<file path="config.mk">
export PLATFORM = sky130hd
export DESIGN_NAME = ifft8_seq
export DESIGN_NICKNAME = d
export VERILOG_FILES = /design/src/rtl/ifft8_seq.sv
export SDC_FILE = /design/constraint.sdc
export NUM_CORES = 1
export LEC_CHECK = 0
export ABC_CLOCK_PERIOD_IN_PS = 18600
export BUFFER_PORTS_ARGS = -buffer_cell sky130_fd_sc_hd__buf_2
export CORE_MARGIN = 2
export CORE_UTILIZATION = 50
export CTS_BUF_LIST = sky130_fd_sc_hd__clkbuf_4 sky130_fd_sc_hd__clkbuf_8
export DETAILED_ROUTE_END_ITERATION = 16
export PLACE_DENSITY_LB_ADDON = 0.12
export SLEW_MARGIN = 20
export SYNTH_ARGS = -nofsm -noshare
export SYNTH_HDL_FRONTEND = slang
export SYNTH_SLANG_ARGS = --single-unit
</file>
<file path="constraint.sdc">
create_clock -name clk -period 18.6 [get_ports clk]
set_clock_uncertainty 0.2 [all_clocks]
set_input_delay 3.72 -clock clk [delete_from_list [all_inputs] [get_ports clk]]
set_output_delay 3.72 -clock clk [all_outputs]
set_load 0.01 [all_outputs]
</file>
<file path="src/rtl/ifft8_seq.sv">
// Sequential 8-point radix-2 DIT inverse FFT using one time-shared butterfly.
// Define IFFT8_SAT_EN to saturate output components; by default they wrap.
module ifft8_seq #(
    parameter int IN_W  = 4,
    parameter int OUT_W = IN_W + 2
) (
    input  logic                    clk,
    input  logic                    rst,
    input  logic                    in_valid,
    output logic                    in_ready,
    input  logic signed [IN_W-1:0]  in_re,
    input  logic signed [IN_W-1:0]  in_im,
    output logic                    out_valid,
    input  logic                    out_ready,
    output logic signed [OUT_W-1:0] out_re,
    output logic signed [OUT_W-1:0] out_im,
    output logic                    out_last
);

    localparam int W = IN_W + 4;
    localparam logic signed [W+9:0] C_P = (W+10)'(181);
    localparam logic signed [W+9:0] C_N = -C_P;

`ifdef IFFT8_SAT_EN
    localparam logic signed [W-1:0] SAT_MAX = {{(W-OUT_W+1){1'b0}}, {(OUT_W-1){1'b1}}};
    localparam logic signed [W-1:0] SAT_MIN = ~SAT_MAX;
`endif

    typedef enum logic [1:0] {LOAD, CALC, DRAIN} state_t;

    state_t                  state_q, state_d;
    logic [3:0]              cnt_q, cnt_d;
    logic                    in_ready_q, in_ready_d;
    logic                    out_valid_q, out_valid_d;
    logic                    out_last_q, out_last_d;
    logic signed [OUT_W-1:0] out_re_q, out_re_d;
    logic signed [OUT_W-1:0] out_im_q, out_im_d;

    logic signed [W-1:0]     buf_re_q [8];
    logic signed [W-1:0]     buf_im_q [8];

    logic                    load_we, bfly_we;
    logic [2:0]              idx_a, idx_b, load_slot, drain_nxt;
    logic [1:0]              tw;
    logic signed [W-1:0]     a_re, a_im, b_re, b_im, t_re, t_im;
    logic signed [W+9:0]     bx_re, bx_im, p_re, p_im;

    // Divide by 8 (floor), then reduce to the output width.
    function automatic logic signed [OUT_W-1:0] to_out(input logic signed [W-1:0] v);
        logic signed [W-1:0] s;
        s = v >>> 3;
`ifdef IFFT8_SAT_EN
        if (s > SAT_MAX)      return OUT_W'(SAT_MAX);
        else if (s < SAT_MIN) return OUT_W'(SAT_MIN);
        else                  return OUT_W'(s);
`else
        return OUT_W'(s);
`endif
    endfunction

    assign load_slot = {cnt_q[0], cnt_q[1], cnt_q[2]};
    assign drain_nxt = cnt_q[2:0] + 3'd1;

    // cnt_q[3:2] is the stage, cnt_q[1:0] the butterfly within the stage.
    always_comb begin
        idx_a = '0;
        idx_b = '0;
        tw    = '0;
        case (cnt_q[3:2])
            2'd0: begin
                idx_a = {cnt_q[1:0], 1'b0};
                idx_b = {cnt_q[1:0], 1'b1};
            end
            2'd1: begin
                idx_a = {cnt_q[1], 1'b0, cnt_q[0]};
                idx_b = {cnt_q[1], 1'b1, cnt_q[0]};
                tw    = {cnt_q[0], 1'b0};
            end
            2'd2: begin
                idx_a = {1'b0, cnt_q[1:0]};
                idx_b = {1'b1, cnt_q[1:0]};
                tw    = cnt_q[1:0];
            end
            default: ;
        endcase
    end

    assign a_re  = buf_re_q[idx_a];
    assign a_im  = buf_im_q[idx_a];
    assign b_re  = buf_re_q[idx_b];
    assign b_im  = buf_im_q[idx_b];
    assign bx_re = (W+10)'(b_re);
    assign bx_im = (W+10)'(b_im);

    // Twiddle W^-tw applied to b; W^0 and W^-2 are exact, the others use C/256.
    // NOTE: every always_comb output gets a default first so no path leaves it unassigned (no latch).
    always_comb begin
        p_re = '0;
        p_im = '0;
        t_re = b_re;
        t_im = b_im;
        case (tw)
            2'd1: begin
                p_re = bx_re * C_P - bx_im * C_P;
                p_im = bx_re * C_P + bx_im * C_P;
                t_re = W'(p_re >>> 8);
                t_im = W'(p_im >>> 8);
            end
            2'd2: begin
                t_re = -b_im;
                t_im = b_re;
            end
            2'd3: begin
                p_re = bx_re * C_N - bx_im * C_P;
                p_im = bx_re * C_P + bx_im * C_N;
                t_re = W'(p_re >>> 8);
                t_im = W'(p_im >>> 8);
            end
            default: ;
        endcase
    end

    always_comb begin
        state_d     = state_q;
        cnt_d       = cnt_q;
        out_valid_d = out_valid_q;
        out_last_d  = out_last_q;
        out_re_d    = out_re_q;
        out_im_d    = out_im_q;
        load_we     = 1'b0;
        bfly_we     = 1'b0;
        case (state_q)
            LOAD: begin
                if (in_valid && in_ready_q) begin
                    load_we = 1'b1;
                    cnt_d   = cnt_q + 4'd1;
                    if (cnt_q == 4'd7) begin
                        state_d = CALC;
                        cnt_d   = '0;
                    end
                end
            end
            CALC: begin
                bfly_we = 1'b1;
                cnt_d   = cnt_q + 4'd1;
                // Slot 0 is final after stage 3 butterfly 0, so x[0] can be loaded now.
                if (cnt_q == 4'd11) begin
                    state_d     = DRAIN;
                    cnt_d       = '0;
                    out_valid_d = 1'b1;
                    out_last_d  = 1'b0;
                    out_re_d    = to_out(buf_re_q[0]);
                    out_im_d    = to_out(buf_im_q[0]);
                end
            end
            DRAIN: begin
                if (out_ready) begin
                    if (cnt_q == 4'd7) begin
                        state_d     = LOAD;
                        cnt_d       = '0;
                        out_valid_d = 1'b0;
                        out_last_d  = 1'b0;
                    end else begin
                        cnt_d      = cnt_q + 4'd1;
                        out_last_d = (cnt_q == 4'd6);
                        out_re_d   = to_out(buf_re_q[drain_nxt]);
                        out_im_d   = to_out(buf_im_q[drain_nxt]);
                    end
                end
            end
            default: state_d = LOAD;
        endcase
        in_ready_d = (state_d == LOAD);
    end

    // NOTE: sequential state uses non-blocking assignments so all registers update from pre-edge values.
    always_ff @(posedge clk) begin
        if (rst) begin
            state_q     <= LOAD;
            cnt_q       <= '0;
            in_ready_q  <= 1'b0;
            out_valid_q <= 1'b0;
            out_last_q  <= 1'b0;
            out_re_q    <= '0;
            out_im_q    <= '0;
        end else begin
            state_q     <= state_d;
            cnt_q       <= cnt_d;
            in_ready_q  <= in_ready_d;
            out_valid_q <= out_valid_d;
            out_last_q  <= out_last_d;
            out_re_q    <= out_re_d;
            out_im_q    <= out_im_d;
        end
    end

    // NOTE: the sample buffer has no reset; every slot is rewritten by LOAD before it is read.
    always_ff @(posedge clk) begin
        if (load_we) begin
            buf_re_q[load_slot] <= {{(W-IN_W){in_re[IN_W-1]}}, in_re};
            buf_im_q[load_slot] <= {{(W-IN_W){in_im[IN_W-1]}}, in_im};
        end
        if (bfly_we) begin
            buf_re_q[idx_a] <= a_re + t_re;
            buf_im_q[idx_a] <= a_im + t_im;
            buf_re_q[idx_b] <= a_re - t_re;
            buf_im_q[idx_b] <= a_im - t_im;
        end
    end

    assign in_ready  = in_ready_q;
    assign out_valid = out_valid_q;
    assign out_last  = out_last_q;
    assign out_re    = out_re_q;
    assign out_im    = out_im_q;

endmodule

</file>
==> results of run 1 <==
==> logic make-up (layout without fill, tap and decap cells) <==
family                     count (synthesis)  in the layout  share of synthesized area
DFF                                      147            147                      0.235
AOI/OAI and AO/OA                        360            360                      0.126
adders and majority gates                348            348                      0.288
xor gates and xnor gates                 100            100                     0.0507
muxes                                    150            150                      0.140
and+or+nand+nor                          378            378                     0.0931
buffers and inverters                    319            336                     0.0684
==> metal layers <==
layer,up-vias,track usage,routed length [µm],part of all wire
li1,6365,-,-,-
met1,6788,0.375,21600,0.41
met2,549,0.492,26000,0.49
met3,122,0.0336,3480,0.066
met4,0,0.109,1880,0.036
met5,-,0,0,0
==> cells in the final DEF (no fill, tap or decap), types with 5 or more instances in the layout <==
cell | synthesis | layout
o21a_1 | 7 | 7
xnor2_1 | 68 | 68
nand4_1 | 7 | 7
o21ai_2 | 0 | 6
a21o_1 | 27 | 27
nor3_1 | 12 | 12
o21bai_1 | 21 | 21
edfxtp_1 | 128 | 128
nor2b_1 | 15 | 14
dfxtp_1 | 19 | 18
a2bb2oi_1 | 8 | 8
o211ai_1 | 7 | 7
nand2b_1 | 11 | 11
nor2_1 | 166 | 161
fa_1 | 109 | 109
clkinvlp_4 | 0 | 5
o21ai_0 | 46 | 39
a21oi_1 | 161 | 161
a311oi_1 | 6 | 6
mux2i_1 | 55 | 55
mux2_2 | 14 | 14
and2_1 | 9 | 9
a211oi_1 | 17 | 17
buf_2 | 5 | 26
a31oi_1 | 10 | 9
mux4_2 | 78 | 78
nand2_1 | 99 | 99
clkbuf_8 | 0 | 17
buf_4 | 3 | 35
o22ai_1 | 8 | 8
and3_1 | 5 | 5
inv_1 | 242 | 242
ha_1 | 239 | 239
nand3_1 | 32 | 31
xor2_1 | 28 | 28
==> cell usage after synthesis, drive strengths merged, types with 5 or more instances <==
| library cell | n |
|---|---|
| nor2b | 15 |
| o211ai | 7 |
| and2 | 9 |
| o21bai | 21 |
| o21a | 7 |
| a31oi | 10 |
| buf | 19 |
| dfxtp | 19 |
| inv | 242 |
| xor2 | 29 |
| mux2i | 57 |
| nand3 | 32 |
| a21o | 27 |
| a21oi | 161 |
| nand2 | 100 |
| ha | 239 |
| nand2b | 11 |
| clkbuf | 57 |
| a22oi | 5 |
| a311oi | 6 |
| nand4 | 7 |
| nor2 | 166 |
| a211oi | 17 |
| edfxtp | 128 |
| fa | 109 |
| mux4 | 78 |
| a2bb2oi | 8 |
| o22ai | 8 |
| mux2 | 15 |
| and3 | 5 |
| xnor2 | 70 |
| o21ai | 49 |
| nor3 | 12 |
==> critical path: cells and delay by family, from the launching register on <==
family	cells	cell delay, ns
xor+xnor	4	0.70
flops	1	0.53
buf+inv	7	1.00
compound gates	11	2.03
fa+ha+maj	12	4.88
mux	2	1.31
simple gates	6	2.31
==> flip-flops by register name, indices dropped and copies added, names as in the netlist <==
signal and cells:
out_re 5, buf_re_q 64, out_last 1, in_ready 1, state_q 2, buf_im_q 64, out_valid 1, out_im 5
cnt_q 4
==> final cells by class <==
cell class	count	area, µm²	share of cell area
Clock buffer	19	249	0.0131
Clock inverter	13	110	0.00577
Inverter	243	912	0.0478
Multi-Input combinational cell	1336	12600	0.661
Sequential cell	147	4230	0.221
Tap cell	461	577	0.0302
Timing Repair Buffer	61	393	0.0206
==> final timing paths <==
kind	startpoint	endpoint	slack [ns]	cells past startpoint
min reg2reg	out_valid$_SDFFE_PP0P_	out_valid$_SDFFE_PP0P_	0.28	2
min	out_valid$_SDFFE_PP0P_	out_valid$_SDFFE_PP0P_	0.28	2
max	cnt_q[2]$_SDFFE_PP0P_	buf_im_q[1][7]$_DFFE_PP_	5.33	42
max reg2reg	cnt_q[2]$_SDFFE_PP0P_	buf_im_q[1][7]$_DFFE_PP_	5.33	42
==> stage by stage <==
step / util / setup WS (ns) / hold slack [ns] / cells / area, µm²
after floorplan: - / 6.85 / 0.299 / 1802 / 18000
final: 0.538 / 5.33 / 0.284 / 2280 / 19100
after detailed placement: 0.528 / 5.47 / 0.275 / 2248 / 18700
after CTS: 0.538 / 5.40 / 0.288 / 2280 / 19100
after global routing: 0.538 / 4.40 / 0.315 / 2280 / 19100
after global placement: 0.528 / 5.66 / 0.262 / 2248 / 18700
==> summary.txt, run 1 <==
outcome: finished, final reports clean
Core Footprint: 0.0355 mm²
crit share post-route: 0.714
largest net degree at the start of global routing: 34
Top FF cell, synth: edfxtp_1
vias per cell: 6.06
slowest CP cell: or2_1
CTS Root Cell: clkbuf_8
initial drt markers: 1,220
Final GP Congestion: 0.899
DRC: 0
critical path peak fanout: 17
Yosys cell types: 74
Diodes inserted: 0
Filler cells: 3,198
max cap viols: 0
Worst Max-Slew Pin Slew: 1.07 ns
ANT nets after route: 0
grt ovf: 0
CTS resizes: 0
Setup Total Neg Slack: 0 ns
Clock transition at path regs: 0.09 ns
top cell type's share of synthesized area: 0.214
number of global-route vias before repair: 13,900
Top Ports: 27
min Tclk post-route: 13.27 ns
normalized max-slew margin: 0.286
DR pass1 iterations: 5
cts bufs inserted: 17
Worst-Skew Late Latency: 0.46 ns
die width: 194 µm
critical path arrival: 13.25 ns
max incr delay on CP: 0.90 ns
CP required: 18.57 ns
final hold vios: 0
WS Path Type: register to register
fraction of registers with async set/reset: 0
die height: 194 µm
GRT Resource Usage Total: 0.288
ratio of cells with drive above 1 in the final layout: 0.118
TritonCTS clock tree: built
Row Count: 69
Mapped Cells: 1,802
CTS sink cnt: 147
initial antenna violation count: 0
Net Count, Synth: 2,162
hpwl dp: 40,100 µm
Synth area leader: edfxtp_1
Final nets: 2,166
Avg WL per Cell: 23.2 µm
Post-Route WL: 52,900 µm
HP Class: register to register
post-synthesis sequential area ratio: 0.235
crit-path most repeated cell: inv_1
Synth area leaders: edfxtp_1 21%, ha_1 17%, fa_1 12%, mux4_2 9.8%, inv_1 5.0%
Area Growth Syn to Fin: 6.04%
Fmax: 75.3 MHz
Startpoint Class: register
unrepaired setup endpoints after global routing: false
synthesized flop and latch total: 147
post-synthesis cell area: 0.0180 mm²
DR vias: 13,800
initial core utilization: 0.507
total setup buffers inserted after CTS: 0
Syn Area/Cell: 9.98 µm²
synth warn: 0
Post-synth EDFFs: 128
die area: 0.0375 mm²
H-tree Lvls: 4
first-pass GRT wire length: 82,400 µm
final setup violation count: 0
Worst setup EP type: register
Slew Viols, Final: 0
# hold bufs at CTS: 0
port buffer count: 26
CTS max path bufs: 2
Power of run 1 is not shown: default switching activity piles up to over one toggle a cycle in this logic, so the estimate is an artifact.
==> inputs of run 2 (changes only) <==
--- a/config.mk
+++ b/config.mk
@@ -5,7 +5,7 @@
 export SDC_FILE = /design/constraint.sdc
 export NUM_CORES = 1
 export LEC_CHECK = 0
-export ABC_CLOCK_PERIOD_IN_PS = 18600
+export ABC_CLOCK_PERIOD_IN_PS = 13150
 export BUFFER_PORTS_ARGS = -buffer_cell sky130_fd_sc_hd__buf_2
 export CORE_MARGIN = 2
 export CORE_UTILIZATION = 50
==> constraint.sdc (replaced) <==
create_clock -name clk -period 13.15 [get_ports clk]
set_clock_uncertainty 0.2 [all_clocks]
set_input_delay 2.63 -clock clk [delete_from_list [all_inputs] [get_ports clk]]
set_output_delay 2.63 -clock clk [all_outputs]
set_load 0.01 [all_outputs]
==> summary.txt, run 2 (synthesis gave the netlist of run 1 again) <==
outcome: finished, final reports clean (unchanged)
initial core utilization: 0.507 (unchanged)
CTS max path bufs: 2 (unchanged)
CP required: 13.14 ns (was 18.57 ns)
cells on worst reg2reg path: 42 (unchanged)
most common cell after layout, fill and taps aside: inv_1 (unchanged)
Startpoint Class: register (unchanged)
Hold Crit Endpoint: out_valid$_SDFFE_PP0P_ (unchanged)
Worst Max-Slew Pin Slew: 1.05 ns (was 1.07 ns)
Avg WL per Cell: 23.2 µm (about the same)
Final nets: 2,186 (was 2,166)
r2r setup slk: 0.78 ns (was 5.33 ns)
max incr delay on CP: 0.58 ns (was 0.90 ns)
CTS sink cnt: 147 (unchanged)
CTS Root Cell: clkbuf_8 (unchanged)
Diodes inserted: 0 (unchanged)
Core Footprint: 0.0355 mm² (unchanged)
number of global-route vias before repair: 13,900 (about the same)
DR vias: 13,800 (about the same)
DRC: 0 (unchanged)
ANT nets after route: 0 (unchanged)
# hold bufs at CTS: 0 (unchanged)
WS Path Type: register to register (unchanged)
Top Ports: 27 (unchanged)
Setup WS post-layout: 0.783 ns (was 5.33 ns)
grt ovf: 0 (unchanged)
final setup violation count: 0 (unchanged)
critical path peak fanout: 13 (was 17)
Area Growth Syn to Fin: 7.08% (was 6.04%)
final non-filler cell total: 2,300 (was 2,280)
max cap viols: 0 (unchanged)
post-place setup slack: 0.366 ns (was 5.47 ns)
final hold vios: 0 (unchanged)
hpwl dp: 41,100 µm (was 40,100 µm)
critical path arrival: 12.36 ns (was 13.25 ns)
total placed cells including tap cells: 2,264 (was 2,248)
Largest regs: buf_im_q (64), buf_re_q (64) (unchanged)
Setup Total Neg Slack: 0 ns (unchanged)
initial drt markers: 1,099 (was 1,220)
Final GP Congestion: 0.951 (was 0.899)
commonest non-fill, non-tap cells in the layout: 242 x inv_1, 238 x ha_1, 160 x a21oi_1, 160 x nor2_1, 128 x edfxtp_1 (was 242 x inv_1, 239 x ha_1, 161 x a21oi_1, 161 x nor2_1, 128 x edfxtp_1)
port buffer count: 26 (unchanged)
ratio of cells with drive above 1 in the final layout: 0.132 (was 0.118)
cts bufs inserted: 17 (unchanged)
Crit Reg-Reg Startpoint: cnt_q[2]$_SDFFE_PP0P_ (unchanged)
slowest CP cell: a21oi_1 (was or2_1)
die height: 194 µm (unchanged)
Post-Route WL: 53,400 µm (was 52,900 µm)
Slew Viols, Final: 0 (unchanged)
largest net degree at the start of global routing: 30 (was 34)
die width: 194 µm (unchanged)
first-pass GRT wire length: 82,900 µm (was 82,400 µm)
vias per cell: 5.99 (was 6.06)
H-tree Lvls: 4 (unchanged)
HP Class: register to register (unchanged)
Clock transition at path regs: 0.10 ns (was 0.09 ns)
normalized max-slew margin: 0.301 (was 0.286)
terminus of the critical flop-to-flop path: buf_re_q[6][6]$_DFFE_PP_ (was buf_im_q[1][7]$_DFFE_PP_)
Worst-Skew Late Latency: 0.49 ns (was 0.46 ns)
HP Start: out_valid$_SDFFE_PP0P_ (unchanged)
unrepaired setup endpoints after global routing: false (unchanged)
Row Count: 69 (unchanged)
Fmax: 80.9 MHz (was 75.3 MHz)
crit share post-route: 0.940 (was 0.714)
GRT Resource Usage Total: 0.289 (was 0.288)
DR pass1 iterations: 5 (unchanged)
Worst setup EP type: register (unchanged)
min Tclk post-route: 12.37 ns (was 13.27 ns)
initial antenna violation count: 0 (unchanged)
die area: 0.0375 mm² (unchanged)
TritonCTS clock tree: built (unchanged)
hold path depth: 2 (unchanged)
run 2: cell count changes in the layout (fill, tap and decap cells not counted), sizes merged:
cell      change
buf          +20
clkinvlp      -4
clkinv        +3
inv           +2
clkbuf        -1
run 2: stage by stage:
stage	instance area, µm²	util	hold slack (ns)
after floorplan	18000	-	0.299
after global placement	18800	0.531	0.264
after detailed placement	18800	0.531	0.265
after CTS	19200	0.541	0.278
after global routing	19300	0.543	0.316
final	19300	0.543	0.276
run 2: what timing repair did:
action / CTS / global route
resized for setup: 0 / 5
buffers inserted: 0 / 4
setup endpoints to repair: 0 / 24
run 2: per-layer routing:
metal | global-route usage | vias to the layer above | part of all wire
met5 | 0 | - | 0
met2 | 0.499 | 488 | 0.50
met1 | 0.378 | 6811 | 0.41
li1 | - | 6394 | -
met4 | 0.100 | 0 | 0.032
met3 | 0.0357 | 92 | 0.060
run 2: area by class of cell:
class / instances / area (µm²)
clock buffer: 18 / 248
clock inverter: 14 / 126
fill: 3195 / 16200
inverter: 243 / 912
multi-input combinational: 1336 / 12600
sequential: 147 / 4230
tap: 461 / 577
timing repair buffer: 81 / 556
run 2: how the worst max path moves through the flow:
stage / slack (ns) / to / start / cells past startpoint
2_1_floorplan: 1.40 / buf_im_q[6][7]$_DFFE_PP_ / cnt_q[2]$_SDFFE_PP0P_ / 47
5_1_grt: 0.06 / buf_re_q[6][6]$_DFFE_PP_ / cnt_q[2]$_SDFFE_PP0P_ / 42
3_5_place_dp: 0.37 / buf_im_q[6][7]$_DFFE_PP_ / cnt_q[2]$_SDFFE_PP0P_ / 42
4_1_cts: 0.32 / buf_im_q[6][7]$_DFFE_PP_ / cnt_q[2]$_SDFFE_PP0P_ / 42
6_report: 0.78 / buf_re_q[6][6]$_DFFE_PP_ / cnt_q[2]$_SDFFE_PP0P_ / 42
3_3_place_gp: 0.54 / buf_im_q[6][7]$_DFFE_PP_ / cnt_q[2]$_SDFFE_PP0P_ / 42
run 2: critical path: cells and delay by family, from the launching register on:
kind | cells | cell delay [ns]
adder cells (fa/ha/maj) | 13 | 5.41
AO/OA/AOI/OAI | 8 | 1.91
buffers and inverters | 9 | 1.35
multiplexers | 3 | 1.21
AND/OR/NAND/NOR | 6 | 0.87
XOR/XNOR | 3 | 0.66
flip-flops | 1 | 0.42
Power of run 2 is left out for the same reason.
==> inputs of run 3 (changes only) <==
--- a/config.mk
+++ b/config.mk
@@ -11,7 +11,7 @@
 export CORE_UTILIZATION = 50
 export CTS_BUF_LIST = sky130_fd_sc_hd__clkbuf_4 sky130_fd_sc_hd__clkbuf_8
 export DETAILED_ROUTE_END_ITERATION = 16
-export PLACE_DENSITY_LB_ADDON = 0.12
+export PLACE_DENSITY_LB_ADDON = 0.15
 export SLEW_MARGIN = 20
 export SYNTH_ARGS = -nofsm -noshare
 export SYNTH_HDL_FRONTEND = slang
==> summary.txt, run 3 (synthesis gave the netlist of run 1 again) <==
outcome: finished, final reports clean (unchanged)
slowest CP cell: a32oi_1 (was a21oi_1)
cts bufs inserted: 17 (unchanged)
DR pass1 iterations: 6 (was 5)
H-tree Lvls: 4 (unchanged)
Top Ports: 27 (unchanged)
crit share post-route: 0.947 (was 0.940)
Worst setup EP type: register (unchanged)
Post-Route WL: 53,500 µm (was 53,400 µm)
die width: 194 µm (unchanged)
most common cell after layout, fill and taps aside: inv_1 (unchanged)
Final nets: 2,184 (was 2,186)
Core Footprint: 0.0355 mm² (unchanged)
crit-path most repeated cell: ha_1
final setup violation count: 0 (unchanged)
DRC: 0 (unchanged)
Fmax: 80.3 MHz (was 80.9 MHz)
initial antenna violation count: 0 (unchanged)
port buffer count: 26 (unchanged)
GRT Resource Usage Total: 0.291 (was 0.289)
Worst-Skew Late Latency: 0.46 ns (was 0.49 ns)
min Tclk post-route: 12.45 ns (was 12.37 ns)
Setup Total Neg Slack: 0 ns (unchanged)
number of global-route vias before repair: 14,200 (was 13,900)
total setup buffers inserted after CTS: 0 (unchanged)
final hold vios: 0 (unchanged)
CTS Root Cell: clkbuf_8 (unchanged)
commonest non-fill, non-tap cells in the layout: 242 x inv_1, 239 x ha_1, 161 x nor2_1, 160 x a21oi_1, 128 x edfxtp_1 (was 242 x inv_1, 238 x ha_1, 160 x a21oi_1, 160 x nor2_1, 128 x edfxtp_1)
largest net degree at the start of global routing: 34 (was 30)
CTS max path bufs: 2 (unchanged)
Row Count: 69 (unchanged)
CP required: 13.26 ns (was 13.14 ns)
Avg WL per Cell: 23.3 µm (was 23.2 µm)
critical path peak fanout: 13 (unchanged)
Diodes inserted: 0 (unchanged)
unrepaired setup endpoints after global routing: false (unchanged)
ratio of cells with drive above 1 in the final layout: 0.129 (was 0.132)
# hold bufs at CTS: 0 (unchanged)
Worst Max-Slew Pin Slew: 0.938 ns (was 1.05 ns)
HP Class: register to register (unchanged)
TritonCTS clock tree: built (unchanged)
CTS resizes: 0 (unchanged)
vias per cell: 6.02 (was 5.99)
ANT nets after route: 0 (unchanged)
Clock transition at path regs: 0.09 ns (was 0.10 ns)
DR vias: 13,800 (about the same)
die height: 194 µm (unchanged)
hpwl dp: 41,100 µm (about the same)
WS Path Type: register to register (unchanged)
first-pass GRT wire length: 83,100 µm (was 82,900 µm)
grt ovf: 0 (unchanged)
Slew Viols, Final: 0 (unchanged)
critical path arrival: 12.56 ns (was 12.36 ns)
Final GP Congestion: 0.963 (was 0.951)
max incr delay on CP: 0.58 ns (about the same)
CTS sink cnt: 147 (unchanged)
initial core utilization: 0.507 (unchanged)
Area Growth Syn to Fin: 7.34% (was 7.08%)
die area: 0.0375 mm² (unchanged)
initial drt markers: 1,308 (was 1,099)
Startpoint Class: register (unchanged)
normalized max-slew margin: 0.373 (was 0.301)
max cap viols: 0 (unchanged)
Largest regs: buf_im_q (64), buf_re_q (64) (unchanged)
run 3: stage by stage:
stage	util	setup slack [ns]	instance area (µm²)	instances	hold WS [ns]
finish	0.544	0.699	19300	2297	0.279
global route	0.544	0.0364	19300	2297	0.336
CTS	0.544	0.246	19300	2297	0.280
detailed placement	0.531	0.265	18900	2266	0.267
global placement	0.531	0.396	18900	2266	0.264
floorplan	-	1.40	18000	1802	0.299
run 3: final cells by class:
cell class | instances | area, µm²
flip-flops and latches | 147 | 4230
fillers | 3168 | 16200
repair buffers | 79 | 528
clock inverters | 13 | 206
well taps | 461 | 577
clock buffers | 18 | 241
inverters | 243 | 912
multi-input cells | 1336 | 12600
run 3: path summary, 6_finish.rpt:
check | depth (start not counted) | end | slack (ns) | from
worst max-delay path | 41 | buf_re_q[3][7]$_DFFE_PP_ | 0.70 | cnt_q[2]$_SDFFE_PP0P_
worst min-delay path | 2 | out_valid$_SDFFE_PP0P_ | 0.28 | out_valid$_SDFFE_PP0P_
worst max register to register | 41 | buf_re_q[3][7]$_DFFE_PP_ | 0.70 | cnt_q[2]$_SDFFE_PP0P_
worst min register to register | 2 | out_valid$_SDFFE_PP0P_ | 0.28 | out_valid$_SDFFE_PP0P_
run 3: worst max-delay path: cells and delay by family, from the launching register on:
kind            cells  cell delay (ns)
mux                 2             0.95
simple gates        6             1.20
xor+xnor            4             0.83
buf+inv             6             0.91
compound gates     10             2.22
fa+ha+maj          13             5.46
flops               1             0.50
run 3: routing by layer:
metal,wire length (µm),track usage,share of wire
met5,0,0,0
met4,1630,0.104,0.030
met3,3660,0.0337,0.069
met2,26700,0.508,0.50
met1,21500,0.373,0.40
Power of run 3 is left out for the same reason.
